[config.mk]
export PLATFORM = sky130hd
export DESIGN_NAME = ch_req_fifo
export DESIGN_NICKNAME = d
export VERILOG_FILES = /design/src/rtl/ch_req_fifo.sv
export SDC_FILE = /design/constraint.sdc
export NUM_CORES = 1
export LEC_CHECK = 0
export ABC_CLOCK_PERIOD_IN_PS = 7230
export CORE_UTILIZATION = 50
export CTS_CLUSTER_SIZE = 25
export DETAILED_ROUTE_END_ITERATION = 12
export PLACE_DENSITY = 0.67
export SLEW_MARGIN = 20
export SYNTH_ARGS = -nofsm -noshare
export SYNTH_HDL_FRONTEND = slang
export SYNTH_SLANG_ARGS = --single-unit
[constraint.sdc]
create_clock -name clk -period 7.23 [get_ports clk]
set_input_delay 1.446 -clock clk [delete_from_list [all_inputs] [get_ports clk]]
set_output_delay 1.446 -clock clk [all_outputs]
set_load 0.005 [all_outputs]
[src/rtl/ch_req_fifo.sv]
// Age-ordered request queue shared by several channels.
// An arbiter grant removes the oldest entry of the granted channel and returns its id one cycle later.
module ch_req_fifo #(
    parameter int DEPTH = 16,
    parameter int NCH   = 4,
    parameter int ID_W  = 4,
    localparam int CH_W  = (NCH > 1) ? $clog2(NCH) : 1,
    localparam int CNT_W = $clog2(DEPTH + 1)
) (
    input  logic              clk,
    input  logic              rst,
    input  logic              p_flush,
    input  logic              p_req_val,
    input  logic [CH_W-1:0]   p_req_ch,
    input  logic [ID_W-1:0]   p_req_id,
    output logic              p_req_rdy,
    input  logic              p_arb_val,
    input  logic [CH_W-1:0]   p_arb_ch,
    output logic              p_sel_val,
    output logic [ID_W-1:0]   p_sel_req_id,
    output logic [CNT_W-1:0]  p_count,
    output logic [NCH-1:0]    p_ch_pend,
    output logic              p_err
);

    localparam logic [CH_W:0]    NCH_V   = (CH_W + 1)'(NCH);
    localparam logic [CNT_W-1:0] DEPTH_V = CNT_W'(DEPTH);

    logic            vld_q [DEPTH];
    logic [CH_W-1:0] ch_q  [DEPTH];
    logic [ID_W-1:0] id_q  [DEPTH];
    logic            vld_d [DEPTH];
    logic [CH_W-1:0] ch_d  [DEPTH];
    logic [ID_W-1:0] id_d  [DEPTH];

    logic [CNT_W-1:0] count_q;
    logic [CNT_W-1:0] count_d;
    logic             sel_val_q;
    logic [ID_W-1:0]  sel_id_q;
    logic             err_q;

    logic             req_ch_ok;
    logic             arb_ch_ok;
    logic             hit;
    int               hit_idx;
    logic [ID_W-1:0]  hit_id;
    logic             grant_hit;
    logic             accept;
    int               tail;

    assign req_ch_ok = ({1'b0, p_req_ch} < NCH_V);
    assign arb_ch_ok = ({1'b0, p_arb_ch} < NCH_V);
    assign p_req_rdy = (count_q < DEPTH_V);
    assign accept    = p_req_val && p_req_rdy && req_ch_ok;

    // Oldest matching entry wins; the queue is compacted so the first hit is the oldest.
    always_comb begin
        hit     = 1'b0;
        hit_idx = 0;
        hit_id  = '0;
        for (int i = 0; i < DEPTH; i++) begin
            if (!hit && vld_q[i] && (ch_q[i] == p_arb_ch)) begin
                hit     = 1'b1;
                hit_idx = i;
                hit_id  = id_q[i];
            end
        end
        grant_hit = p_arb_val && arb_ch_ok && hit;
    end

    // Remove and compact first, then append behind the youngest survivor.
    always_comb begin
        vld_d = vld_q;
        ch_d  = ch_q;
        id_d  = id_q;
        for (int i = 0; i < DEPTH - 1; i++) begin
            if (grant_hit && (i >= hit_idx)) begin
                vld_d[i] = vld_q[i+1];
                ch_d[i]  = ch_q[i+1];
                id_d[i]  = id_q[i+1];
            end
        end
        if (grant_hit) begin
            vld_d[DEPTH-1] = 1'b0;
            ch_d[DEPTH-1]  = '0;
            id_d[DEPTH-1]  = '0;
        end
        tail = int'(count_q) - (grant_hit ? 1 : 0);
        for (int i = 0; i < DEPTH; i++) begin
            if (accept && (i == tail)) begin
                vld_d[i] = 1'b1;
                ch_d[i]  = p_req_ch;
                id_d[i]  = p_req_id;
            end
        end
        count_d = count_q + CNT_W'(accept) - CNT_W'(grant_hit);
    end

    always_ff @(posedge clk) begin
        if (rst || p_flush) begin
            for (int i = 0; i < DEPTH; i++) begin
                vld_q[i] <= 1'b0;
                ch_q[i]  <= '0;
                id_q[i]  <= '0;
            end
            count_q   <= '0;
            sel_val_q <= 1'b0;
            sel_id_q  <= '0;
            err_q     <= 1'b0;
        end else begin
            vld_q     <= vld_d;
            ch_q      <= ch_d;
            id_q      <= id_d;
            count_q   <= count_d;
            sel_val_q <= grant_hit;
            sel_id_q  <= grant_hit ? hit_id : '0;
            err_q     <= (p_req_val && !req_ch_ok) || (p_arb_val && !grant_hit);
        end
    end

    always_comb begin
        p_ch_pend = '0;
        for (int c = 0; c < NCH; c++) begin
            for (int i = 0; i < DEPTH; i++) begin
                if (vld_q[i] && (ch_q[i] == CH_W'(c))) begin
                    p_ch_pend[c] = 1'b1;
                end
            end
        end
    end

    assign p_sel_val    = sel_val_q;
    assign p_sel_req_id = sel_id_q;
    assign p_count      = count_q;
    assign p_err        = err_q;

endmodule

==> results_tabular.tex <==
\begin{tabular}{lr}
\hline
Metric & Value \\
\hline
\multicolumn{2}{l}{\textbf{STA}} \\
Final critical-path setup slack & 941 ps \\
Worst slew slack as a fraction of its limit & 36.7\% \\
Setup repair after global routing missed its margin & false \\
Count of pins over their slew limit & 0 \\
Worst setup skew after layout & 8.11 ps \\
Worst Tran Pin Value & 946 ps \\
Total negative slack & 0 ps \\
Fraction of the cycle the final worst path needs & 87.0\% \\
Count of endpoints failing hold in the final timing report & 0 \\
Final Setup Violations & 0 \\
Fmax & 0.159 GHz \\
Clock period minus final worst setup slack & 6290 ps \\
\multicolumn{2}{l}{\textbf{Worst setup path}} \\
Crit path max fanout & 12 \\
Type of origin of the critical path & primary input \\
Worst stage delay on the critical path & 980 ps \\
Arrival time at the worst endpoint & 6640 ps \\
Critical Path RT & 7580 ps \\
Critical Path End Type & flop \\
Critical Path Slowest Stage Cell & clkdlybuf4s50\_1 \\
CP most frequent cell & ha\_1 \\
Crit-path cells & clkdlybuf4s50\_1 > xnor2\_1 > and3\_1 > nor4\_1 > nand4\_2 > o31ai\_4 > inv\_1 > ha\_1 > ha\_1 > nand2b\_1 > a221o\_1 > or4\_1 > a21boi\_0 > o31ai\_1 > buf\_4 > nor2\_1 > a211oi\_2 \\
Critical path class & in2reg \\
\multicolumn{2}{l}{\textbf{Synthesis}} \\
Largest area contributor in the netlist & dfxtp\_1 \\
Cells taking the most area after synthesis & dfxtp\_1 (32\%), mux2i\_1 (9.0\%), nand2\_1 (6.4\%) \\
Post-synth top flop & dfxtp\_1 \\
Unique masters post-synth & 68 \\
Warnings, synthesis & 0 \\
Area of the mapped netlist & 7690 um\^{}2 \\
Share of the yosys chip area belonging to registers & 32.0\% \\
Synth Register Bits & 123 \\
Post-Synthesis Net Count & 999 \\
EDFF count, synth & 0 \\
Area share of the largest cell type after synthesis & 32.0\% \\
Most frequently used cell type in the post-synthesis netlist & nand2\_1 \\
Cell types with the highest counts after synthesis & nand2\_1 (132), dfxtp\_1 (123), nor2\_1 (84) \\
Proportion of register bits with asynchronous set or reset after synthesis & 0\% \\
Mean area per synthesized cell & 7.91 um\^{}2 \\
Instance count of the mapped netlist & 972 \\
\multicolumn{2}{l}{\textbf{CTS}} \\
Clock Sink Count & 123 \\
CTS tree & yes \\
Post-CTS Setup Inserts & 0 \\
Worst-skew pair later-pin latency & 440 ps \\
Post-cts repair resize count & 0 \\
Buffer cell driving the clock tree root & clkbuf\_16 \\
Maximum number of buffers from clock root to sink & 2 \\
CTS buffer count & 17 \\
CTS Hold Bufs & 0 \\
Deepest level of the CTS H-tree & 4 \\
Clock transition at the registers of the reported paths & 60 ps \\
\multicolumn{2}{l}{\textbf{Power}} \\
Power per standard cell area & 199 nW/um\^{}2 \\
Largest voltage drop on the vdd net & 170 uV \\
Register share of total power & 41.5\% \\
Proportion of power drawn by the clock network & 48.0\% \\
Internal Power & 1.25 mW \\
Total net switching power & 0.440 mW \\
LEAKAGE & 3.11 nW \\
Power share of the combinational group & 10.5\% \\
Post-route total power & 1.69 mW \\
Switching power share of the total & 26.0\% \\
\multicolumn{2}{l}{\textbf{Drt}} \\
Vias after detailed routing & 7416 \\
Detailed Routing Iterations Pass 1 & 5 \\
Final routed DRC violation total & 0 \\
Via density & 6.45 \\
Routed Antenna Nets & 0 \\
Per-cell routed wire length & 21.0 um \\
Wire length after detailed routing & 24100 um \\
Violation count after the first detailed-routing iteration & 788 \\
\multicolumn{2}{l}{\textbf{Flow run}} \\
Number of maximum-capacitance violations & 0 \\
\multicolumn{2}{l}{\textbf{Cells and area}} \\
Antenna diodes & 0 \\
Final cell count without fillers & 1149 \\
Layout Nets & 979 \\
Area added between synthesis and finish & 10.3\% \\
Share of final-layout standard cells stronger than drive strength 1 & 6.84\% \\
\multicolumn{2}{l}{\textbf{Placement}} \\
Dpl cells & 1117 \\
Number of port buffers & 28 \\
Post-detail-place hpwl & 16700 um \\
Setup slack after placement & 528 ps \\
RD Place Congestion & 0.949 \\
\multicolumn{2}{l}{\textbf{Global route}} \\
Largest net degree at the start of global routing & 75 \\
Gr ovfl total & 0 \\
Wire length of the first global-routing pass & 38800 um \\
Number of antenna violations at the first check in global routing & 0 \\
Number of global-route vias before repair & 6937 \\
Global-route usage over all layers & 31.7\% \\
\multicolumn{2}{l}{\textbf{Floorplanning}} \\
Total core area & 14800 um\^{}2 \\
Die Height & 126 um \\
Width of the die & 126 um \\
Starting Density & 52.1\% \\
I/O pin cnt & 29 \\
Die footprint & 15900 um\^{}2 \\
Num rows & 44 \\
\multicolumn{2}{l}{\textbf{Worst hold path}} \\
Worst hold path class & reg2reg \\
\multicolumn{2}{l}{\textbf{Outcome}} \\
Result of the run & complete, no violations \\
\hline
\end{tabular}
[final cells by class]
class / count / area [um^2]
flip-flops and latches: 123 / 2460
clock inverters: 7 / 65.1
fillers: 1379 / 6270
well taps: 184 / 230
repair buffers: 41 / 378
inverters: 17 / 63.8
clock buffers: 25 / 485
multi-input cells: 752 / 4800
[logic make-up after synthesis]
kind of cell	count (synthesis)	share of synthesized area (%)
buf+inv	97	5.60
mux	69	8.98
compound gates	274	24.8
fa+ha+maj	14	2.37
xor+xnor	37	4.21
flops	123	32.0
simple gates	358	22.1
[cells in the final DEF, fill, tap and decap left out, types with 14 or more instances in the layout]
| cell type | count |
|---|---|
| nand2_1 | 132 |
| inv_1 | 17 |
| a221o_1 | 14 |
| nand3_1 | 56 |
| a311oi_1 | 27 |
| a211oi_1 | 21 |
| nor3b_1 | 16 |
| clkdlybuf4s50_1 | 28 |
| a21oi_1 | 77 |
| o21ai_0 | 56 |
| clkbuf_16 | 17 |
| xnor2_1 | 36 |
| and3_1 | 15 |
| nor2_1 | 83 |
| dfxtp_1 | 123 |
| o22ai_1 | 27 |
| mux2i_1 | 69 |
[worst max-delay path, delay by kind of cell]
kind	cells	cell delay, ps
compound gates	5	1250
xor+xnor	1	160
fa+ha+maj	2	440
buf+inv	3	1320
simple gates	6	2020
[layer usage]
layer / GRT usage, % / part of all wire (%) / vias up
li1: - / - / 3516
met1: 43.1 / 45 / 3544
met2: 48.6 / 45 / 295
met3: 5.90 / 6.9 / 61
met4: 14.7 / 3.0 / 0
met5: 0 / 0 / -
[power by group through the flow]
stage,Sequential (mW),Combinational [mW],Clock (mW)
global route,0.702,0.194,0.845
CTS,0.700,0.174,0.820
finish,0.700,0.177,0.811
detailed placement,0.714,0.174,0
floorplan,0.709,0.126,0
global placement,0.714,0.171,0
[flip-flops by register name (all words and copies together) (netlist names)]
| register | flops |
|---|---|
| id_q | 64 |
| ch_q | 32 |
| p_sel_val | 1 |
| p_count | 5 |
| p_sel_req_id | 4 |
| vld_q | 16 |
| p_err | 1 |
[final timing paths]
path	from	endpoint	slack, ps	cells past startpoint
setup / recovery	p_arb_ch[0]	ch_q[7]$_SDFFE_PP0P_	940	17
hold / removal	id_q[3]$_SDFFE_PP0P_	id_q[3]$_SDFFE_PP0P_	500	2
setup reg to reg	ch_q[15]$_SDFFE_PP0P_	ch_q[7]$_SDFFE_PP0P_	2430	16
hold reg to reg	id_q[3]$_SDFFE_PP0P_	id_q[3]$_SDFFE_PP0P_	500	2
[per-stage QoR]
step / utilization (%) / hold WS (ps) / cell area (um^2)
finish: 57.5 / 496 / 8490
global route: 57.5 / 510 / 8490
detailed placement: 53.8 / 488 / 7940
global placement: 53.8 / 481 / 7940
CTS: 57.5 / 496 / 8490
floorplan: - / 460 / 7690
(Power assumes the default switching activity.)
